File: src/rtl/decode_stage.sv
// LC3 decode stage: registers the fetched instruction and next-PC, and produces execute/writeback/memory control words.
// Optional unsupported-opcode detection is built when DECODE_ILLEGAL_DETECT_EN is defined.
module decode_stage #(
  parameter logic [15:0] RESET_IR = 16'h0000
) (
  input  logic        clk,
  input  logic        rst,
  input  logic        enable_decode,
  input  logic        flush,
  input  logic [15:0] dout,
  input  logic [15:0] npc_in,
  output logic [15:0] IR,
  output logic [15:0] npc_out,
  output logic [5:0]  E_Control,
  output logic [1:0]  W_Control,
  output logic        Mem_Control,
  output logic        dec_valid,
  output logic        illegal,
  output logic [7:0]  illegal_count
);

  localparam logic [5:0] E_BR = 6'b000110;

  // Packed as {E_Control, W_Control, Mem_Control}; unsupported opcodes fall to all-zero.
  function automatic logic [8:0] decode_ctrl(input logic [3:0] op, input logic imm);
    logic [8:0] c;
    c = 9'd0;
    case (op)
      4'b0001: c = imm ? {6'b001100, 2'b00, 1'b0} : {6'b001101, 2'b00, 1'b0};
      4'b0101: c = imm ? {6'b011100, 2'b00, 1'b0} : {6'b011101, 2'b00, 1'b0};
      4'b1001: c = {6'b101100, 2'b00, 1'b0};
      4'b0000: c = {E_BR, 2'b00, 1'b0};
      4'b0010: c = {E_BR, 2'b01, 1'b0};
      4'b1010: c = {E_BR, 2'b01, 1'b1};
      4'b1110: c = {E_BR, 2'b10, 1'b0};
      4'b0011: c = {E_BR, 2'b00, 1'b0};
      4'b1011: c = {E_BR, 2'b00, 1'b1};
      4'b0110: c = {6'b001000, 2'b01, 1'b0};
      4'b0111: c = {6'b001000, 2'b00, 1'b0};
      4'b1100: c = {6'b001100, 2'b00, 1'b0};
      default: c = 9'd0;
    endcase
    return c;
  endfunction

  logic [15:0] ir_p1;
  logic [15:0] npc_p1;
  logic [5:0]  e_p1;
  logic [1:0]  w_p1;
  logic        m_p1;
  logic        vld_p1;
  logic [8:0]  ctrl_p0;

  assign ctrl_p0 = decode_ctrl(dout[15:12], dout[5]);

  // p0 -> p1: capture/flush register; idle cycles hold so an undriven dout never enters
  always_ff @(posedge clk or negedge rst) begin
    if (!rst) begin
      ir_p1  <= RESET_IR;
      npc_p1 <= 16'h0000;
      e_p1   <= 6'd0;
      w_p1   <= 2'd0;
      m_p1   <= 1'b0;
      vld_p1 <= 1'b0;
    end else if (flush) begin
      ir_p1  <= RESET_IR;
      e_p1   <= E_BR;
      w_p1   <= 2'b00;
      m_p1   <= 1'b0;
      vld_p1 <= 1'b0;
    end else if (enable_decode) begin
      ir_p1  <= dout;
      npc_p1 <= npc_in;
      e_p1   <= ctrl_p0[8:3];
      w_p1   <= ctrl_p0[2:1];
      m_p1   <= ctrl_p0[0];
      vld_p1 <= 1'b1;
    end
  end

  assign IR          = ir_p1;
  assign npc_out     = npc_p1;
  assign E_Control   = e_p1;
  assign W_Control   = w_p1;
  assign Mem_Control = m_p1;
  assign dec_valid   = vld_p1;

`ifdef DECODE_ILLEGAL_DETECT_EN
  function automatic logic is_illegal(input logic [3:0] op);
    return (op == 4'b0100) || (op == 4'b1000) || (op == 4'b1101) || (op == 4'b1111);
  endfunction

  function automatic logic [7:0] sat_inc(input logic [7:0] v);
    return (v == 8'hFF) ? 8'hFF : v + 8'd1;
  endfunction

  logic       illegal_p1;
  logic [7:0] illegal_cnt_p1;

  // p0 -> p1: illegal flag follows captures/flushes; the count only ever clears on reset
  always_ff @(posedge clk or negedge rst) begin
    if (!rst) begin
      illegal_p1     <= 1'b0;
      illegal_cnt_p1 <= 8'h00;
    end else if (flush) begin
      illegal_p1 <= 1'b0;
    end else if (enable_decode) begin
      illegal_p1 <= is_illegal(dout[15:12]);
      if (is_illegal(dout[15:12]))
        illegal_cnt_p1 <= sat_inc(illegal_cnt_p1);
    end
  end

  assign illegal       = illegal_p1;
  assign illegal_count = illegal_cnt_p1;
`else
  assign illegal       = 1'b0;
  assign illegal_count = 8'h00;
`endif

endmodule

File: config.mk
export PLATFORM = sky130hd
export DESIGN_NAME = decode_stage
export DESIGN_NICKNAME = d
export VERILOG_FILES = /design/src/rtl/decode_stage.sv
export SDC_FILE = /design/constraint.sdc
export NUM_CORES = 1
export LEC_CHECK = 0
export ABC_CLOCK_PERIOD_IN_PS = 1120
export CAP_MARGIN = 10
export CORE_MARGIN = 1.5
export CORE_UTILIZATION = 41
export CTS_CLUSTER_DIAMETER = 30
export DETAILED_ROUTE_END_ITERATION = 8
export MAX_ROUTING_LAYER = met4
export PLACE_DENSITY = 0.8
export SLEW_MARGIN = 20
export SYNTH_ARGS = -nofsm -noshare
export SYNTH_HDL_FRONTEND = slang
export SYNTH_SLANG_ARGS = --single-unit
File: constraint.sdc
create_clock -name clk -period 1.12 [get_ports clk]
set_input_delay 0.112 -clock clk [delete_from_list [all_inputs] [get_ports clk]]
set_output_delay 0.112 -clock clk [all_outputs]
set_load 0.05 [all_outputs]
==> results of run 1 <==
## sequential cells by signal, summed over array words and instances, names as in the netlist
signal	count
npc_out	16
dec_valid	1
IR	16
E_Control	6
W_Control	2
Mem_Control	1
## synthesized netlist by cell type (2+ instances only)
cell and instances:
a21oi_1 6, buf_2 2, buf_4 10, buf_6 2, clkbuf_1 5, dfrtp_1 42
mux2_1 16, mux2i_1 17, nand2_1 4, nand2b_1 6, nand4_1 2, nand4b_1 2
nor2_1 21, nor2b_1 2
## power by group
part	internal, mW	switching, mW	total [mW]
sequential	1.65	0.140	1.79
combinational	0.757	0.780	1.54
clock	0.622	0.503	1.13
total	3.03	1.42	4.45
## worst max-delay path, cell delays in order
cell           delay (ns)
dlygate4sd2_1        0.27
nor3b_2              0.17
or3b_1               0.37
a311o_1              0.32
## routing by layer
layer | share of wire (%) | up-vias | global-route usage [%]
met5 | 0 | - | -
met4 | 1.2 | 0 | 6.289
met3 | 7.4 | 7 | 6.695
met2 | 48 | 62 | 28.62
met1 | 43 | 676 | 26.01
li1 | - | 678 | -
## repair_timing
action | CTS | global route
hold buffers | 1 | 0
endpoints found under the setup margin | 18 | 1
setup buffers | 0 | 0
hold endpoints to repair | 42 | 0
resized for setup | 7 | 2
## cell type report
class | count | area [sq um]
well taps | 52 | 65.06
multi-input cells | 98 | 703.2
clock buffers | 8 | 110.1
inverters | 1 | 3.754
fillers | 299 | 1119
flip-flops and latches | 42 | 1052
repair buffers | 94 | 1331
## worst paths after layout
check	slack, ns	endpoint	from	cells after the start
min in group asynchronous	0.33	npc_out[8]	rst	3
worst min-delay path	0.20	IR[15]	dout[15]	3
worst max register to register	0.08	E_Control[2]	E_Control[2]	2
worst max-delay path	0.06	E_Control[2]	dout[12]	4
worst min register to register	0.55	npc_out[9]	npc_out[9]	1
max in group asynchronous	0.57	E_Control[2]	rst	3
## metrics by stage
stage               TNS (ns)  util [%]  cell area [sq um]  instances  hold slack, ns
finish                     0     74.49               3266        295          0.2039
detailed placement    -11.88     71.80               3148        286          0.1047
global route               0     74.49               3266        295          0.2435
global placement      -11.12     71.80               3148        286          0.1022
CTS                        0     74.57               3269        295          0.3381
floorplan           -0.01354         -               1907        162         -0.1836
## cell families after synthesis
group / Yosys count / synth area share [%]
AO/OA/AOI/OAI: 11 / 3.607
multiplexers: 33 / 18.70
buffers and inverters: 22 / 8.483
flip-flops: 42 / 56.11
AND/OR/NAND/NOR: 45 / 12.89
other: 1 / 0.2002
==> impl_metrics.csv, run 1 <==
group,metric,value,unit
yosys,yosysTopAreaCell,"dfrtp_1",
floorplan,die_y,70.59,microns
yosys,synth_cell_types,31,
sta,slew_viol_final,0,
placed_design,port_buffers,77,
global_routing,grt_usage,19.60,%
sta,layout_min_cycle_time,1.063,ns
cells_and_area,n_antenna_cell,0,
min_path,hp-class,"in2reg",
status,status,"complete, no violations",
global_routing,grt_pass1_vias,1465,
critical_path,critPathMaxFanout,4,
yosys,yosys_warnings,0,
yosys,ys_seq_elements,42,
detailed_routing,vias,1423,
cells_and_area,final_common_cell,"buf_12",
power,power.density,1363,mW/mm^2
floorplan,die-area,0.004983,sq mm
detailed_routing,first_pass_iters,4,
global_routing,grt-ovfl-total,0,
detailed_routing,route.detailed.drc,0,
yosys,synth_cells,154,
critical_path,endpoint_kind,"flop",
floorplan,rows,24,
yosys,synthTopCellsByArea,"dfrtp_1 56%, mux2_1 9.6%, mux2i_1 9.1%, nor2_1 4.2%, buf_4 4.0%",
global_routing,grt_max_degree,43,
cts,clockRootBuffer,"clkbuf_8",
critical_path,worstPathRequired,1.30,ns
detailed_routing,drt-wirelength-per-cell,14.39,microns
global_routing,antenna_found_initial,0,
sta,period_share,94.93,%
placed_design,dp_slack,-0.5134,ns
cts,cts.sinks,42,
detailed_routing,ant_nets,0,
power,p_leak,1.490,nW
yosys,synth_edf_count,0,
sta,final-setup-viol-count,0,
yosys,netlist.area_leader.share,56.11,%
yosys,syn_avg_cell_area,12.16,sq um
power,fin_total_pwr,4.451,mW
placed_design,gp_congestion,0.8302,
detailed_routing,drt_wl_total,4.246,mm
yosys,synthFlopType,"dfrtp_1",
detailed_routing,avgViaCountPerCell,4.824,
yosys,ys_seq_area_share,56.11,%
floorplan,ioPinCount,87,
cts,cts.path.max_buffers,2,
yosys,synthArstFlopShare,100.0,%
cts,cts.reportedPaths.clkPinSlew,0.07,ns
sta,rsz0062_at_grt,"no",
sta,finalHoldViolations,0,
detailed_routing,drtIter0Drc,73,
critical_path,cp_data_arrival_time,1.24,ns
placed_design,place_hpwl,3.116,mm
sta,finClkSkew,0,ns
yosys,syn_area,0.001873,sq mm
global_routing,grt_pass1_wl,7.307,mm
power,ir_worst_vdd,0.001413,V
run,drv_cap,0,
cells_and_area,drive_gt1_share,30.86,%
sta,max_freq,0.9405,GHz
cts,cts_made_buffers,5,
cts,clkLatencyLatePin,0.30,ns
floorplan,die_w,70.59,microns
cts,cts_tree,"yes",
critical_path,crit_path_start_kind,"input port",
floorplan,core-area,0.004384,sq mm
sta,layout_setup_ws,0.05675,ns
floorplan,start_util,42.72,%
cts,cts-htree-levels,2,
critical_path,critical_path_class,"in2reg",
cells_and_area,syn_to_final_growth,74.35,%
cells_and_area,mostFrequentLayoutCells,"44 x buf_12, 41 x dfrtp_1, 29 x clkdlybuf4s50_1, 20 x nor2_1, 17 x mux2i_1",
cells_and_area,nets,278,
Power figures use the tool's default switching activity.
==> run 2, diff against run 1 <==
--- a/config.mk
+++ b/config.mk
@@ -7,6 +7,7 @@
 export LEC_CHECK = 0
 export ABC_CLOCK_PERIOD_IN_PS = 1120
 export CAP_MARGIN = 10
+export CORE_ASPECT_RATIO = 0.5
 export CORE_MARGIN = 1.5
 export CORE_UTILIZATION = 41
 export CTS_CLUSTER_DIAMETER = 30
==> impl_metrics.csv, run 2 (synthesized netlist as in run 1, its figures left out) <==
group,metric,value,unit
power,fin_total_pwr,4.250,mW
cts,cts_made_buffers,5,
detailed_routing,drt_wl_total,4.408,mm
sta,finClkSkew,0,ns
cts,clkLatencyLatePin,0.29,ns
critical_path,worstReg2RegEnd,"E_Control[2]",
cts,cts.reportedPaths.clkPinSlew,0.08,ns
global_routing,grt_pass1_wl,7.079,mm
critical_path,crit_path_start_kind,"input port",
floorplan,start_util,42.54,%
critical_path,endpoint_kind,"flop",
global_routing,grt_max_degree,31,
detailed_routing,vias,1426,
critical_path,path_delay_family,"buffers and inverters",
sta,timing.hold.ws,0.2550,ns
cts,cts_tree,"yes",
cells_and_area,drive_gt1_share,29.17,%
detailed_routing,drt-wirelength-per-cell,14.84,microns
placed_design,port_buffers,77,
critical_path,path_cells,"clkdlybuf4s50_1 -> nor2b_4 -> buf_12 -> mux2_1",
sta,setup_tns,0,ns
detailed_routing,first_pass_iters,6,
sta,final-setup-viol-count,0,
cells_and_area,n_antenna_cell,0,
global_routing,grt_usage,19.18,%
detailed_routing,route.detailed.drc,0,
floorplan,die_y,50.80,microns
cts,clockRootBuffer,"clkbuf_8",
sta,max_freq,0.8933,GHz
critical_path,slowest_stage,"clkdlybuf4s50_1",
sta,finalHoldViolations,0,
floorplan,core-area,0.004403,sq mm
critical_path,crit_buf_inv,2,
critical_path,ff2ff_path_depth,2,
global_routing,grt-ovfl-total,0,
min_path,hp-class,"in2async",
run,drv_cap,0,
sta,layout_min_cycle_time,1.119,ns
placed_design,gp_congestion,0.8095,
placed_design,place_hpwl,3.334,mm
cts,cts.path.max_buffers,2,
cells_and_area,mostFrequentLayoutCells,"45 x buf_12, 41 x dfrtp_1, 31 x clkdlybuf4s50_1, 20 x nor2_1, 17 x mux2i_1",
critical_path,cp_data_arrival_time,1.29,ns
cells_and_area,nets,276,
floorplan,rows,17,
power,ir_worst_vdd,0.0008572,V
floorplan,die_w,98.59,microns
power,power.density,1310,mW/mm^2
global_routing,grt_pass1_vias,1418,
cells_and_area,final_common_cell,"buf_12",
critical_path,rr_startpoint,"E_Control[2]",
critical_path,worstPathRequired,1.29,ns
sta,slew_viol_final,0,
floorplan,ioPinCount,87,
status,status,"complete, no violations",
floorplan,die-area,0.005008,sq mm
power,p_leak,1.465,nW
cells_and_area,syn_to_final_growth,73.21,%
cts,cts.sinks,42,
detailed_routing,drtIter0Drc,102,
detailed_routing,avgViaCountPerCell,4.801,
critical_path,critPathMaxFanout,17,
cells_and_area,instances_no_fill,297,
critical_path,rrSetupSlack,0.10,ns
global_routing,antenna_found_initial,0,
critical_path,critical_path_class,"in2reg",
cells_and_area,final_util,73.69,%
cts,cts-htree-levels,2,
placed_design,dp.cells,288,
sta,period_share,99.95,%
critical_path,critical_path.max_stage_delay,0.49,ns
detailed_routing,ant_nets,0,
-- run 2: layer usage --
metal	GRT usage (%)	share of wire, %	wire, microns	up-vias
met3	4.318	2.8	122	2
met1	23.17	42	1847	721
li1	-	-	-	668
met4	4.762	0.36	16	0
met2	33.33	55	2421	35
met5	-	0	0	-
-- run 2: area by class of cell --
| cell class | instances | area, sq um |
|---|---|---|
| fillers | 280 | 1159 |
| clock buffers | 7 | 76.32 |
| flip-flops and latches | 42 | 1052 |
| inverters | 1 | 3.754 |
| well taps | 57 | 71.32 |
| repair buffers | 92 | 1335 |
| multi-input cells | 98 | 705.7 |
-- run 2: stage by stage --
stage               cell area (sq um)  worst slack (ns)
floorplan                        1907          -0.01354
global placement                 3142           -0.4163
detailed placement               3142           -0.4606
CTS                              3234         0.0003252
global route                     3244         -0.006916
finish                           3244         0.0005148
-- run 2: power breakdown --
part           internal, mW  switching, mW  leakage (nW)
logic                 0.761          0.791         0.898
registers              1.65          0.140         0.529
clock network         0.429          0.478        0.0383
-- run 2: worst max-delay path by stage --
stage,start,endpoint,slack (ns),cells after the start
final,enable_decode,npc_out[10],0.0005,4
after floorplan,dout[15],E_Control[2],-0.01,4
after CTS,enable_decode,npc_out[10],0.0003,4
after global routing,enable_decode,npc_out[10],-0.007,4
after global placement,dout[15],E_Control[2],-0.42,4
after detailed placement,dout[15],E_Control[2],-0.46,4
-- run 2: what timing repair did --
item                                    CTS  global route
endpoints found under the hold margin    18             0
gates resized for setup                   6             1
cloned                                    0             0
hold buffers                              1             0
setup buffers                             0             1
endpoints found under the setup margin   18             8
